### config.mk
export PLATFORM = sky130hd
export DESIGN_NAME = mem_arbiter
export DESIGN_NICKNAME = d
export VERILOG_FILES = /design/src/rtl/mem_arbiter.sv
export SDC_FILE = /design/constraint.sdc
export NUM_CORES = 1
export LEC_CHECK = 0
export CORE_ASPECT_RATIO = 1.5
export CORE_MARGIN = 2
export CORE_UTILIZATION = 43
export DETAILED_ROUTE_END_ITERATION = 8
export GPL_TIMING_DRIVEN = 1
export PLACE_DENSITY = 0.85
export SLEW_MARGIN = 20
export SYNTH_ARGS = -nofsm -noshare
export SYNTH_HDL_FRONTEND = slang
export SYNTH_SLANG_ARGS = --single-unit
### constraint.sdc
create_clock -name clk -period 4.5 [get_ports clk]
set_input_delay 0.675 -clock clk [delete_from_list [all_inputs] [get_ports clk]]
set_output_delay 0.675 -clock clk [all_outputs]
set_load 0.1 [all_outputs]
### src/rtl/mem_arbiter.sv
// Single-port RAM arbiter between the fetch (I) and load/store (D) ports.
// Every access is sequenced IDLE -> ACCESS -> [WAIT] -> DONE with a one-cycle ready pulse.
module mem_arbiter #(
  parameter int unsigned ADDR_W     = 10,
  parameter int unsigned RAM_LAT    = 1,
  parameter int unsigned STARVE_LIM = 4
) (
  input  logic              clk,
  input  logic              nrst,
  input  logic              i_req,
  input  logic [31:0]       i_addr,
  output logic [31:0]       i_rdata,
  output logic              i_ready,
  input  logic              d_ren,
  input  logic              d_wen,
  input  logic [31:0]       d_addr,
  input  logic [31:0]       d_wdata,
  output logic [31:0]       d_rdata,
  output logic              d_ready,
  output logic              d_err,
  output logic [ADDR_W-1:0] ram_addr,
  output logic              ram_wen,
  output logic [31:0]       ram_wdata,
  input  logic [31:0]       ram_rdata,
  output logic              busy
);

  localparam int unsigned CNT_W = $clog2(RAM_LAT + 1);
  localparam int unsigned STK_W = $clog2(STARVE_LIM + 1);

  typedef enum logic [1:0] {
    S_IDLE,
    S_ACCESS,
    S_WAIT,
    S_DONE
  } state_t;

  state_t            r_state;
  state_t            w_next;

  logic [ADDR_W-1:0] r_addr;
  logic [31:0]       r_wdata;
  logic              r_is_d;
  logic              r_write;
  logic              r_err;
  logic [CNT_W-1:0]  r_cnt;
  logic [STK_W-1:0]  r_streak;
  logic [31:0]       r_i_rdata;
  logic [31:0]       r_d_rdata;

  logic              w_d_req;
  logic              w_d_bad;
  logic              w_force_i;
  logic              w_grant_d;
  logic              w_grant_i;
  logic              w_last_wait;
  logic              w_unused_addr;

  assign w_d_req     = d_ren | d_wen;
  assign w_d_bad     = (d_ren & d_wen) | (d_addr[1:0] != 2'b00);
  assign w_force_i   = i_req && (r_streak == STK_W'(STARVE_LIM));
  assign w_grant_d   = w_d_req && !w_force_i;
  assign w_grant_i   = i_req && !w_grant_d;
  assign w_last_wait = (r_cnt == CNT_W'(1));

  // Byte-offset and above-RAM address bits are intentionally discarded (RAM wraps).
  assign w_unused_addr = ^{i_addr[31:ADDR_W+2], i_addr[1:0], d_addr[31:ADDR_W+2]};

  always_comb begin
    w_next    = r_state;
    busy      = (r_state != S_IDLE);
    ram_addr  = r_addr;
    ram_wen   = 1'b0;
    ram_wdata = '0;
    i_ready   = 1'b0;
    d_ready   = 1'b0;
    d_err     = 1'b0;
    i_rdata   = r_i_rdata;
    d_rdata   = r_d_rdata;
    case (r_state)
      S_IDLE: begin
        if (w_grant_d) begin
          w_next = w_d_bad ? S_DONE : S_ACCESS;
        end else if (w_grant_i) begin
          w_next = S_ACCESS;
        end
      end
      S_ACCESS: begin
        ram_wen   = r_write;
        ram_wdata = r_write ? r_wdata : '0;
        w_next    = r_write ? S_DONE : S_WAIT;
      end
      S_WAIT: begin
        if (w_last_wait) begin
          w_next = S_DONE;
        end
      end
      S_DONE: begin
        i_ready = !r_is_d;
        d_ready = r_is_d;
        d_err   = r_is_d && r_err;
        w_next  = S_IDLE;
      end
      default: w_next = S_IDLE;
    endcase
  end

  always_ff @(posedge clk or negedge nrst) begin
    if (!nrst) begin
      r_state   <= S_IDLE;
      r_addr    <= '0;
      r_wdata   <= '0;
      r_is_d    <= 1'b0;
      r_write   <= 1'b0;
      r_err     <= 1'b0;
      r_cnt     <= '0;
      r_streak  <= '0;
      r_i_rdata <= '0;
      r_d_rdata <= '0;
    end else begin
      r_state <= w_next;
      case (r_state)
        S_IDLE: begin
          if (w_grant_d) begin
            r_is_d  <= 1'b1;
            r_write <= d_wen;
            r_err   <= w_d_bad;
            r_addr  <= d_addr[ADDR_W+1:2];
            r_wdata <= d_wdata;
            // A rejected request never touches the RAM, so it does not count towards starvation.
            if (!w_d_bad) begin
              r_streak <= i_req ? r_streak + STK_W'(1) : '0;
            end
          end else if (w_grant_i) begin
            r_is_d   <= 1'b0;
            r_write  <= 1'b0;
            r_err    <= 1'b0;
            r_addr   <= i_addr[ADDR_W+1:2];
            r_streak <= '0;
          end
        end
        S_ACCESS: r_cnt <= CNT_W'(RAM_LAT);
        S_WAIT: begin
          r_cnt <= r_cnt - CNT_W'(1);
          if (w_last_wait) begin
            if (r_is_d) begin
              r_d_rdata <= ram_rdata;
            end else begin
              r_i_rdata <= ram_rdata;
            end
          end
        end
        default: ;
      endcase
    end
  end

endmodule

==> impl_metrics.toml <==
[logic_synthesis]
yosysSeqAreaShare = 0.596
yosysMostFrequentCell = "dfrtp_1"
ys_ff_latch = 115
yosys_warnings = 0
synth_cells = 340
synth_area_um2 = 4830
async_flop_share = 1.00
yosys-top-cells-count = "dfrtp_1, mux2_2, and3_1"
ys.flop_type = "dfrtp_1"
avgSynthCellArea_um2 = 14.2
ys_types = 32
synthTopCellsByArea = "dfrtp_1, mux2_2, and3_1"
synthesis.nets = 479
yosysTopAreaCellShare = 0.596
synth_enable_flop_cells = 0
synth_top_area_cell = "dfrtp_1"

[sta]
max_freq_mhz = 264
finalClockSkew_ps = 7.76
slew_headroom = 0.314
tns_ps = 0
rsz0062_at_grt = "no"
setup_viol = 0
tightest_slew_ps = 1030
slew_viol_final = 0
period_share = 0.841
min_period_ps = 3790
worst_hold_slack_ps = 315
finalHoldViolations = 0

[die]
rows = 47
fp.dieH_um = 134
die-area_um2 = 12100
initial_core_util = 0.439
core_um2 = 11000
die_x_um = 90.5
ioPinCount = 244

[global_routing]
antenna_found_initial = 0
grt_pass1_vias = 3835
grt.total_usage = 0.206
grt_max_degree = 89
grt_first_pass_wirelength_mm = 19.4
overflow = 0

[setup_path]
crit_fanout = 33
cp_slowest_stage_delay_ps = 1140
crit_family = "buffers and inverters"
crit_required_ps = 3830
cp_slowest_cell = "clkdlybuf4s50_1"
worstPathArrival_ps = 3110
worst-setup-path-type = "reg2out"
critPathLaunchType = "flip-flop"
critical_path_buf_inv_count = 2
worst_setup_path_end_kind = "primary output"
path_cells = "inv_1, ha_1, and3_1, clkdlybuf4s50_1"

[worst_hold_path]
hold_path.class = "in2async"

[clock_network]
clock_path_buffers = 2
cts.sinks = 115
cts_tree = "done"
cts_resized = 0
cts-htree-levels = 4
holdBufCountCts = 0
clkTransAtPathRegs_ps = 60
cts-root-buf = "clkbuf_16"
cts_setup_buffers = 0
cts_buffers = 17
clkLatencyLatePin_ps = 400

[outcome]
status = "completed"

[finish]
nets = 684
diodes = 0
fin_cells = 705
post-route-cell-area_um2 = 7570
drive_above_1_share = 0.247
area_growth_pct = 56.7

[placement]
placed_area_um2 = 6940
numPortBuffers = 201
placed_cells = 672
gp_congestion = 0.723
dp_hpwl_mm = 8.41

[route]
wire_per_inst_um = 16.8
drc = 0
ant_nets = 0
drt-total-wl_mm = 11.9
drt_first_pass_iters = 4
drt_iter0_markers = 151
viasPerCell = 5.02
vias = 3540

[job]
maxCapViolations = 0
-- area by class of cell --
class / instances / area, µm²
tap: 147 / 184
fill: 789 / 3430
sequential: 115 / 2880
timing repair buffer: 205 / 2060
clock buffer: 18 / 439
inverter: 6 / 22.5
multi-input combinational: 200 / 1830
clock inverter: 14 / 155
-- routing by layer --
layer	track usage	vias up	part of all wire
met2	0.354	164	0.51
met5	0	-	0
li1	-	1637	-
met4	0.0889	0	0.022
met1	0.218	1718	0.38
met3	0.0933	21	0.089
-- registers in the layout (all words and copies together) (netlist names) --
signal    count
r_err         1
r_write       1
r_state       2
r_wdata      32
r_cnt         1
d_rdata      32
i_rdata      32
r_streak      3
ram_addr     10
r_is_d        1
-- cell families (layout without fill, tap and decap cells) --
logic type / Yosys count / in the layout / share of synthesized area
fa+ha+maj: 6 / 6 / 0.0155
mux: 107 / 107 / 0.247
buf+inv: 25 / 243 / 0.0270
simple gates: 58 / 58 / 0.0669
compound gates: 29 / 29 / 0.0479
flops: 115 / 115 / 0.596
-- final timing paths --
path | startpoint | end | slack (ps) | cells past startpoint
max | r_state[1] | ram_wdata[13] | 710 | 4
min | nrst | r_wdata[6] | 310 | 1
max reg2reg | r_state[1] | r_wdata[22] | 2290 | 6
min reg2reg | ram_addr[3] | ram_addr[3] | 480 | 2
max in group asynchronous | nrst | r_streak[0] | 3240 | 2
min in group clk | ram_addr[3] | ram_addr[3] | 480 | 2
-- placed cells by master, fill, tap and decap left out, types with 2 or more instances in the layout --
cell and instances:
a21oi_1 2, a22o_1 2, a31oi_4 2, and2_1 2, and3_1 33, buf_4 3
bufinv_16 2, clkbuf_16 17, clkdlybuf4s50_1 200, clkinv_4 3, clkinvlp_4 5, dfrtp_1 115
ha_1 6, inv_1 6, inv_6 3, mux2_2 96, mux2i_1 11, nand2_1 12
nand3_1 2, nor2_1 3, nor2b_1 3, o21ai_0 9, o21ai_1 3, o31ai_1 2
-- through the flow --
stage	worst slack (ps)	util
after floorplan	1910	-
after global placement	1170	0.631
after detailed placement	1130	0.631
after CTS	681	0.685
after global routing	519	0.688
final	714	0.688
Power is left out: the tool's default activity adds up to more than one toggle a clock period on the data nets, which glitch-free logic cannot reach.
